==> src/rtl/upsample_2x.sv <==
// 2x nearest-neighbour upsampler: each pooled pixel is emitted twice per row, and
// every pooled row is replayed from a line buffer to form the second output row.
module upsample_2x #(
    parameter int width  = 28,
    parameter int height = 28
) (
    input  logic        clk,
    input  logic        rst_n,
    input  logic [15:0] in_data,
    input  logic        in_valid,
    output logic        in_ready,
    output logic [15:0] out_data,
    output logic        out_valid,
    input  logic        out_ready,
    output logic        frame_done
);

    localparam int HALF_W = width / 2;
    localparam int HALF_H = height / 2;
    localparam int CW     = (HALF_W > 1) ? $clog2(HALF_W) : 1;
    localparam int RW     = (HALF_H > 1) ? $clog2(HALF_H) : 1;
    localparam logic [CW-1:0] COL_LAST = CW'(HALF_W - 1);
    localparam logic [RW-1:0] ROW_LAST = RW'(HALF_H - 1);

    typedef enum logic {
        ROW_A = 1'b0,
        ROW_B = 1'b1
    } state_t;

    state_t        state_q, state_d;
    logic [CW-1:0] col_q, col_d;
    logic [RW-1:0] row_q, row_d;
    logic          dup_q, dup_d;
    logic [15:0]   out_data_q, out_data_d;
    logic          out_valid_q, out_valid_d;
    logic          frame_done_q, frame_done_d;
    logic          run_q;

    logic [15:0]   linebuf_mem [HALF_W];
    logic          wr_en;
    logic [CW-1:0] wr_addr;
    logic          lb_load;
    logic [CW-1:0] rd_addr;
    logic          in_fire;
    logic          out_fire;

    // run_q keeps in_ready low until the first edge after reset release. The last
    // pixel of a row is not overlapped with a new input: the row replay starts next.
    always_comb begin
        in_ready = run_q && (state_q == ROW_A)
                   && (!out_valid_q || (out_ready && dup_q && (col_q != COL_LAST)));
    end

    assign in_fire  = in_valid && in_ready;
    assign out_fire = out_valid_q && out_ready;

    always_comb begin
        state_d      = state_q;
        col_d        = col_q;
        row_d        = row_q;
        dup_d        = dup_q;
        out_data_d   = out_data_q;
        out_valid_d  = out_valid_q;
        frame_done_d = 1'b0;
        wr_en        = 1'b0;
        wr_addr      = '0;
        lb_load      = 1'b0;
        rd_addr      = '0;
        case (state_q)
            ROW_A: begin
                if (out_fire) begin
                    if (!dup_q) begin
                        dup_d = 1'b1;
                    end else if (col_q == COL_LAST) begin
                        state_d = ROW_B;
                        col_d   = '0;
                        dup_d   = 1'b0;
                        lb_load = 1'b1;
                    end else begin
                        col_d       = col_q + CW'(1);
                        out_valid_d = 1'b0;
                    end
                end
                // A same-cycle input lands in the slot the column counter just moved to.
                if (in_fire) begin
                    out_data_d  = in_data;
                    out_valid_d = 1'b1;
                    dup_d       = 1'b0;
                    wr_en       = 1'b1;
                    wr_addr     = col_d;
                end
            end
            ROW_B: begin
                if (out_fire) begin
                    dup_d = !dup_q;
                    if (dup_q) begin
                        if (col_q == COL_LAST) begin
                            out_valid_d = 1'b0;
                            col_d       = '0;
                            dup_d       = 1'b0;
                            state_d     = ROW_A;
                            if (row_q == ROW_LAST) begin
                                row_d        = '0;
                                frame_done_d = 1'b1;
                            end else begin
                                row_d = row_q + RW'(1);
                            end
                        end else begin
                            col_d   = col_q + CW'(1);
                            lb_load = 1'b1;
                            rd_addr = col_q + CW'(1);
                        end
                    end
                end
            end
            default: state_d = ROW_A;
        endcase
    end

    always_ff @(posedge clk) begin
        if (wr_en) begin
            linebuf_mem[wr_addr] <= in_data;
        end
    end

    always_ff @(posedge clk or negedge rst_n) begin
        if (!rst_n) begin
            state_q      <= ROW_A;
            col_q        <= '0;
            row_q        <= '0;
            dup_q        <= 1'b0;
            out_data_q   <= '0;
            out_valid_q  <= 1'b0;
            frame_done_q <= 1'b0;
            run_q        <= 1'b0;
        end else begin
            state_q      <= state_d;
            col_q        <= col_d;
            row_q        <= row_d;
            dup_q        <= dup_d;
            out_data_q   <= lb_load ? linebuf_mem[rd_addr] : out_data_d;
            out_valid_q  <= out_valid_d;
            frame_done_q <= frame_done_d;
            run_q        <= 1'b1;
        end
    end

    assign out_data   = out_data_q;
    assign out_valid  = out_valid_q;
    assign frame_done = frame_done_q;

endmodule

==> config.mk <==
export PLATFORM = sky130hd
export DESIGN_NAME = upsample_2x
export DESIGN_NICKNAME = d
export VERILOG_FILES = /design/src/rtl/upsample_2x.sv
export SDC_FILE = /design/constraint.sdc
export NUM_CORES = 1
export LEC_CHECK = 0
export CELL_PAD_IN_SITES_DETAIL_PLACEMENT = 0
export CELL_PAD_IN_SITES_GLOBAL_PLACEMENT = 1
export CORE_MARGIN = 5
export CORE_UTILIZATION = 40
export DETAILED_ROUTE_END_ITERATION = 12
export PLACE_DENSITY_LB_ADDON = 0.1
export SLEW_MARGIN = 20
export SYNTH_ARGS = -nofsm -noshare
export SYNTH_HDL_FRONTEND = slang
export SYNTH_SLANG_ARGS = --single-unit
==> constraint.sdc <==
create_clock -name clk -period 9.3 [get_ports clk]
set_input_delay 1.86 -clock clk [delete_from_list [all_inputs] [get_ports clk]]
set_output_delay 1.86 -clock clk [all_outputs]
set_load 0.01 [all_outputs]
# ---- After elaboration in Yosys (flattened, before gate mapping)
# Memories as Yosys holds them, arrays and structs flattened.
# Cells that the tools add are included.
dict set report classes {
  add_sub_neg 2
  multipliers 0
  div_mod_pow 0
  n_lt_le_gt_ge 0
  n_eq_ne 10
  shifts 0
  n_mux 45
  bitwise 1
  n_reduce_logical 14
}
# op n
set ops {}
lappend ops {{16-bit 2-to-1 mux} 3}
lappend ops {{4-bit 2-to-1 mux} 9}
lappend ops {{1-bit 2-to-1 mux} 29}
lappend ops {{3-bit inequality test, second input constant} 3}
lappend ops {{4-bit by 1-bit adder with 4-bit output, second input constant} 2}
lappend ops {{4-bit == test, second input constant} 2}
lappend ops {{2-bit by 1-bit inequality test with 1-bit output, second input constant} 4}
lappend ops {{1-bit one-hot mux with 2 select lines} 4}
lappend ops {{1-bit logical AND} 6}
lappend ops {{6-bit AND reduction} 1}
lappend ops {{4-bit inequality test, second input constant} 1}
lappend ops {{2-bit AND reduction} 2}
lappend ops {{4-bit AND reduction} 1}
lappend ops {{1-bit logical NOT} 2}
lappend ops {{2-bit nonzero test} 1}
lappend ops {{1-bit logical OR} 1}
lappend ops {{1-bit NOT} 1}
dict set report totals {
  ff_bits 29
  latch_bits 0
  ramBits 224
  rom_bits 0
  in_bits 20
  output_inout_bits 19
  word_cells 81
  n_memories 1
}
# memory words width rd rd_clocked_by_memory_dff wr line
set memory_table {}
lappend memory_table {linebuf_mem 14 16 1 0 1 39} ;# logic [15:0] linebuf_mem [HALF_W];

# ---- Longest topological paths before layout
# Gate-level depths: netlist of run 1.
dict set report logic_depth {
  depth_word 9
  depth_mapped 11
  depth_no_buf 8
}

# ---- Worst setup path before layout of run 1
# OpenSTA, ideal clock, no wires.
dict set report synth_timing {
  kind {input to register}
  from {in out_ready}
  to {mem linebuf_mem[0][0] (enable)}
  setup_time_ns 0.430
  arrival_ns 4.103
  required_ns 8.870
  setup_slack_ns 4.767
  cell_stages 5
  path_buffers 0
  cell_sequence {and3_1 > o21ai_1 > a21oi_2 > inv_2 > nor4_1}
}
dict set report synth_between {
  elab_cells_between_ends 13
  classes_between {mux: 7; reduce/logical: 6}
}
# element line
set synth_lines {}
lappend synth_lines {{start, declared} 14} ;# input logic out_ready,
lappend synth_lines {{1-bit logical AND} 55} ;# assign out_fire = out_valid_q && out_ready;
lappend synth_lines {{4-bit 2-to-1 mux} --}
lappend synth_lines {{named net col_d[2]} 31} ;# logic [CW-1:0] col_q, col_d;
lappend synth_lines {{4-bit 2-to-1 mux} 85} ;# if (in_fire) begin
lappend synth_lines {{4-bit 2-to-1 mux} 69} ;# case (state_q)
lappend synth_lines {{end, declared} 39}
# The timed path passes the listed nets, and every way through them passes these cells.

# ---- Worst setup path in the final report of run 1
dict set report layout_timing {
  from {in out_ready}
  to {out in_ready}
}
dict set report layout_between {
  elab_chain_cells 4
}
# element line
set layout_lines {}
lappend layout_lines {{1-bit logical AND (2 in a row)} 51} ;# && (!out_valid_q || (out_ready && dup_q && (col_q != COL_LAST)));
lappend layout_lines {{1-bit logical OR} 51}
lappend layout_lines {{1-bit logical AND} 51}
lappend layout_lines {{end, declared} 11} ;# output logic in_ready,
# No other way between the ends.

==> results of run 1 <==
-- final cells by class --
cell class	instances	area, µm²	share of cell area
clock inverters	17	149	0.0122
flip-flops and latches	253	7460	0.611
clock buffers	29	683	0.0560
inverters	6	22.5	0.00184
well taps	335	419	0.0343
repair buffers	61	553	0.0453
multi-input cells	377	2930	0.240
-- synthesized netlist by cell type (13+ instances only) --
cell,number
nor2b_1,13
clkbuf_1,19
dfrtp_1,29
nor4_1,14
nand2_1,31
and3_1,14
nor2_1,22
edfxtp_1,224
a211oi_1,37
mux2i_1,48
o21ai_0,22
buf_2,24
mux2_2,15
a21oi_1,21
-- metrics by stage --
step                power (µW)  cell area, µm²  std cells  hold WS, ns
finish                    3490           12200       1078        0.526
detailed placement        2500           11400       1032        0.505
global placement          2490           11400       1032        0.495
floorplan                 2140           10600        687        0.474
CTS                       3520           12200       1078        0.515
global route              3670           12200       1078        0.539
-- flip-flops by register name, summed over array words and instances (netlist names) --
| register | cells |
|---|---|
| frame_done | 1 |
| out_valid | 1 |
| row_q | 4 |
| linebuf_mem | 224 |
| run_q | 1 |
| dup_q | 1 |
| out_data | 16 |
| state_q | 1 |
| col_q | 4 |
-- kinds of logic (layout without fill, tap and decap cells) --
logic type               after synthesis  in the layout  synth area share
AO/OA/AOI/OAI                        159            159             0.116
multiplexers                          68             68            0.0717
other                                  1              1          0.000353
XOR/XNOR                               8              8           0.00659
buffers and inverters                 57            113            0.0268
AND/OR/NAND/NOR                      139            139            0.0756
flip-flops                           253            253             0.701
adder cells (fa/ha/maj)                2              2           0.00235
-- worst reg2reg max path, cell delays in order (launching register included) --
cell     delay (ns)
dfrtp_4        0.69
ha_2           0.32
and3_1         0.18
buf_4          0.24
o21ai_2        0.51
nand2_1        0.76
or3_1          0.66
nor2_2         0.81
-- power breakdown --
group,switching [µW],leakage [µW],internal [µW]
logic,618,0.00128,424
clock network,419,0.000411,606
registers,95.1,0.00238,1330
total,1130,0.00407,2360
-- worst max-delay path by stage --
stage                    from                end  cells after the start
floorplan           out_ready  linebuf_mem[0][0]                      5
global placement    out_ready           in_ready                      5
detailed placement  out_ready           in_ready                      5
CTS                 out_ready           in_ready                      5
global route        out_ready           in_ready                      5
finish              out_ready           in_ready                      5
-- metal layers --
layer  share of wire  global-route usage
met2            0.49               0.301
met1            0.44               0.244
met3           0.048              0.0279
met5               0                   0
met4           0.019              0.0416
==> results.yml, run 1 <==
synthesis:
  seq_area_frac_synth: 0.701
  syn_nets: 709
  synth_seq_cells: 253
  async_flop_share: 0.115
  netlist.area_leader.share: 0.633
  syn_area_um2: 10600
  ys_types: 61
  avgSynthCellArea_um2: 15.5
  synth-edff-count: 224
  synth_top_flop_cell: "edfxtp_1"
  synthCells: 687
  synthTopCellsByArea: "edfxtp_1 63%, dfrtp_1 6.8%, mux2i_1 4.5%, a211oi_1 2.6%, mux2_2 1.6%"
  ys_warn_count: 0
  synth_top_area_cell: "edfxtp_1"
setup_path:
  cp-end-kind: "primary output"
  timing.rr.end: "linebuf_mem[13][1]"
  worst_path_max_delay_cell: "clkdlybuf4s50_1"
  reg2reg_depth: 7
  r2r_start: "col_q[0]"
  cp_max_fo: 14
  slowest_delay_ns: 0.63
  worst_path_most_repeated_cell: "clkdlybuf4s50_1"
  crit_arrival_ns: 3.91
  reg2reg_slack_ns: 4.74
  critical_path_required_ns: 7.44
  cp.buffers_inverters: 2
  cp_top_family: "buffers and inverters"
  worst-setup-path-type: "in2out"
  cp-start-kind: "input port"
  crit_chain: "clkdlybuf4s50_1 -> nand2_1 -> o21ai_2 -> and3b_1 -> clkdlybuf4s50_1"
detailed_routing:
  via_per_inst: 5.75
  drt_pass1_iterations: 5
  ant_nets: 0
  drc: 0
  vias: 6202
  wire_per_inst_um: 25.0
  wl_um: 26900
  first_iter_violations: 500
cells_and_area:
  post-route-util: 0.467
  antenna_cells: 0
  area_growth_pct: 14.8
  drive_gt1_frac: 0.140
  layout.nets: 748
  final_cell_mix: "224 x edfxtp_1, 48 x mux2i_1, 38 x clkdlybuf4s50_1"
  fillCellCount: 2302
  final_common_cell: "edfxtp_1"
timing:
  fin_setup_tns_ns: 0
  rsz0062_at_grt: "no"
  fmax_mhz: 173
  setup_violations: 0
  drv_slew: 0
  fin_ws_ns: 3.53
  fin_skew_ns: 0.0150
  slew_headroom: 0.315
  finalCritPeriodShare: 0.620
  finalHoldViolCount: 0
  tightest_slew_ns: 1.03
  finalCriticalPeriod_ns: 5.77
clocking:
  cts_root_buf: "clkbuf_16"
  numClockSinks: 253
  ctsResizeCount: 0
  clk_latency_ns: 0.52
  clockBufferDepth: 3
  htree_levels: 1
  cts-buffers-inserted: 27
  cts_setup_buffers: 0
  hold_buffers: 0
  cts_tree: "built"
  path_clk_slew_ns: 0.05
global_routing:
  grt_usage: 0.178
  antenna_found_initial: 0
  grt_pass1_vias: 6375
  grt_max_degree: 85
  grt_pass1_wl_um: 41100
  grt_overflow: 0
floorplan:
  fp-row-count: 59
  fp.dieW_um: 173
  io_pins: 39
  start_util: 0.407
  dieArea_um2: 29900
  core_area_um2: 26100
  die_h_um: 173
power_and_ir_drop:
  ir_worst_vdd_mv: 0.157
  p_leak_uw: 0.00407
  power_density_nw_per_um2: 286
hold_path:
  worstHoldPathCells: 1
  hold_end: "row_q[0]"
  min-delay-start: "row_q[0]"
  holdCritPathClass: "reg2reg"
placed_design:
  port_buffers: 38
  dp_hpwl_um: 17200
  globalplace.congestion: 0.791
  pre_cts_slack_ns: 3.56
run_status:
  outcome: "finished clean"
flow_run:
  cap_violations: 0
(Power assumes the default switching activity.)
==> run 2: changes to the inputs <==
==> constraint.sdc (replaced) <==
create_clock -name clk -period 4.8 [get_ports clk]
set_input_delay 0.96 -clock clk [delete_from_list [all_inputs] [get_ports clk]]
set_output_delay 0.96 -clock clk [all_outputs]
set_load 0.01 [all_outputs]
==> run 2 against run 1 <==
  * Combinational power increased by 99%
  * Sequential cell count unchanged
  * Worst hold slack improved by 0.0026 ns
  * Final cell count increased by 2.1%
  * Core utilization increased by 0.88 points
  * Clock skew increased by 0.0036 ns
  * Global-route usage increased by 0.49 points
  * Clock power increased by 100%
  * Register-to-register slack got worse by 3.7 ns
  * Count of clock-buffer cells in the layout increased by 9
  * First-iteration DRC count increased by 16%
  * Largest cell class unchanged
==> results.yml, run 2 (same netlist as run 1, synthesis figures left out) <==
timing:
  tightest_slew_ns: 0.969
  slew_headroom: 0.352
  finalHoldViolCount: 0
  fin_ws_ns: 0.672
  fin_setup_tns_ns: 0
  fmax_mhz: 242
  setup_violations: 0
  finalCritPeriodShare: 0.860
  drv_slew: 0
  rsz0062_at_grt: "no"
  fin_skew_ns: 0.0187
  finalCriticalPeriod_ns: 4.13
cells_and_area:
  antenna_cells: 0
  post-route-util: 0.476
  final_cell_mix: "224 x edfxtp_1, 48 x mux2i_1, 38 x clkdlybuf4s50_1, 38 x buf_4, 37 x a211oi_1"
  layout.nets: 767
  area_growth_pct: 17.0
  fin_area_um2: 12400
  fillCellCount: 2256
  drive_gt1_frac: 0.164
  top_register: "linebuf_mem"
  final_common_cell: "edfxtp_1"
  largest_register_ffs: 224
setup_path:
  crit_arrival_ns: 3.17
  setup.worst_path.end: "in_ready"
  slowest_delay_ns: 0.65
  crit_chain: "clkdlybuf4s50_1 -> nand2_1 -> o21ai_2 -> and3b_1 -> clkdlybuf4s50_1"
  cp-end-kind: "primary output"
  critical_path_required_ns: 3.84
  cp_top_family: "buffers and inverters"
  cp_max_fo: 14
  worst_path_most_repeated_cell: "clkdlybuf4s50_1"
  cp-start-kind: "input port"
  cp.depth: 5
  r2r_start: "col_q[0]"
  reg2reg_slack_ns: 1.02
  worst_path_max_delay_cell: "clkdlybuf4s50_1"
  reg2reg_depth: 7
  cp.buffers_inverters: 2
  worst-setup-path-type: "in2out"
  timing.rr.end: "linebuf_mem[5][2]"
  crit_start: "out_ready"
floorplan:
  die_h_um: 173
  io_pins: 39
  dieArea_um2: 29900
  fp-row-count: 59
  start_util: 0.407
  fp.dieW_um: 173
  core_area_um2: 26100
placed_design:
  placed_area_um2: 11500
  pre_cts_slack_ns: 0.497
  dp_hpwl_um: 17600
  port_buffers: 38
  globalplace.congestion: 0.830
global_routing:
  grt_usage: 0.183
  grt_pass1_wl_um: 42200
  grt_max_degree: 57
  grt_busiest_layer: "met2"
  grt_pass1_vias: 6696
  grt_overflow: 0
  grt_util_met2: 0.310
  grt_use_met1: 0.249
  antenna_found_initial: 0
  grt_use_met3: 0.0262
power_and_ir_drop:
  p_total_uw: 6910
  power_density_nw_per_um2: 555
  ir_worst_vdd_mv: 0.343
  p_leak_uw: 0.00419
detailed_routing:
  drc: 0
  wire_per_inst_um: 25.4
  first_iter_violations: 582
  wl_um: 28000
  ant_nets: 0
  vias: 6375
  via_per_inst: 5.79
  drt_pass1_iterations: 5
flow_run:
  cap_violations: 0
clocking:
  cts_tree: "built"
  hold_buffers: 0
  clk_latency_ns: 0.55
  path_clk_slew_ns: 0.05
  ctsResizeCount: 0
  numClockSinks: 253
  cts-buffers-inserted: 28
  htree_levels: 1
  cts_setup_buffers: 0
  clockBufferDepth: 3
  cts_root_buf: "clkbuf_16"
run_status:
  outcome: "finished clean"
hold_path:
  holdCritPathClass: "reg2reg"
## run 2: cell count changes in the layout (fill, tap and decap cells not counted), sizes merged
cell and delta:
bufinv -1, clkbuf +9, buf +18, clkinvlp +1, clkinv -4
## run 2: how the worst min path moves through the flow
stage	to	from	cells past startpoint	slack, ns
floorplan	row_q[2]	row_q[2]	1	0.47
global placement	row_q[2]	row_q[2]	1	0.50
detailed placement	row_q[0]	row_q[0]	1	0.51
CTS	row_q[0]	row_q[0]	1	0.52
global route	row_q[0]	row_q[0]	1	0.54
finish	row_q[0]	row_q[0]	1	0.53
## run 2: final cells by class
class | count | area [µm²] | area share
Sequential cell | 253 | 7460 | 0.599
Multi-Input combinational cell | 377 | 2920 | 0.235
Clock inverter | 13 | 124 | 0.00996
Timing Repair Buffer | 79 | 726 | 0.0583
Clock buffer | 38 | 768 | 0.0618
Tap cell | 335 | 419 | 0.0337
Inverter | 6 | 22.5 | 0.00181
## run 2: where the power goes
| group | internal, µW | total (µW) | switching, µW | leakage (µW) |
|---|---|---|---|---|
| Clock | 1220 | 2060 | 839 | 0.000436 |
| Combinational | 855 | 2070 | 1210 | 0.00138 |
| Sequential | 2570 | 2780 | 206 | 0.00238 |
## run 2: worst register-to-register path, delay by kind of cell, from the launching register on
| family | cells | cell delay (ns) |
|---|---|---|
| and+or+nand+nor | 4 | 1.67 |
| DFF | 1 | 0.67 |
| AOI/OAI and AO/OA | 1 | 0.58 |
| adders and majority gates | 1 | 0.30 |
| buffers and inverters | 1 | 0.28 |
## run 2: per-stage QoR
step                      hold WS, ns  cells
after floorplan                 0.474    687
after global placement          0.496   1050
after detailed placement        0.514   1050
after CTS                       0.523   1101
after global routing            0.544   1101
final                           0.529   1101
## run 2: metal layers
metal,up-vias,part of all wire
met4,0,0.025
li1,2875,-
met5,-,0
met2,176,0.49
met1,3278,0.45
met3,46,0.044
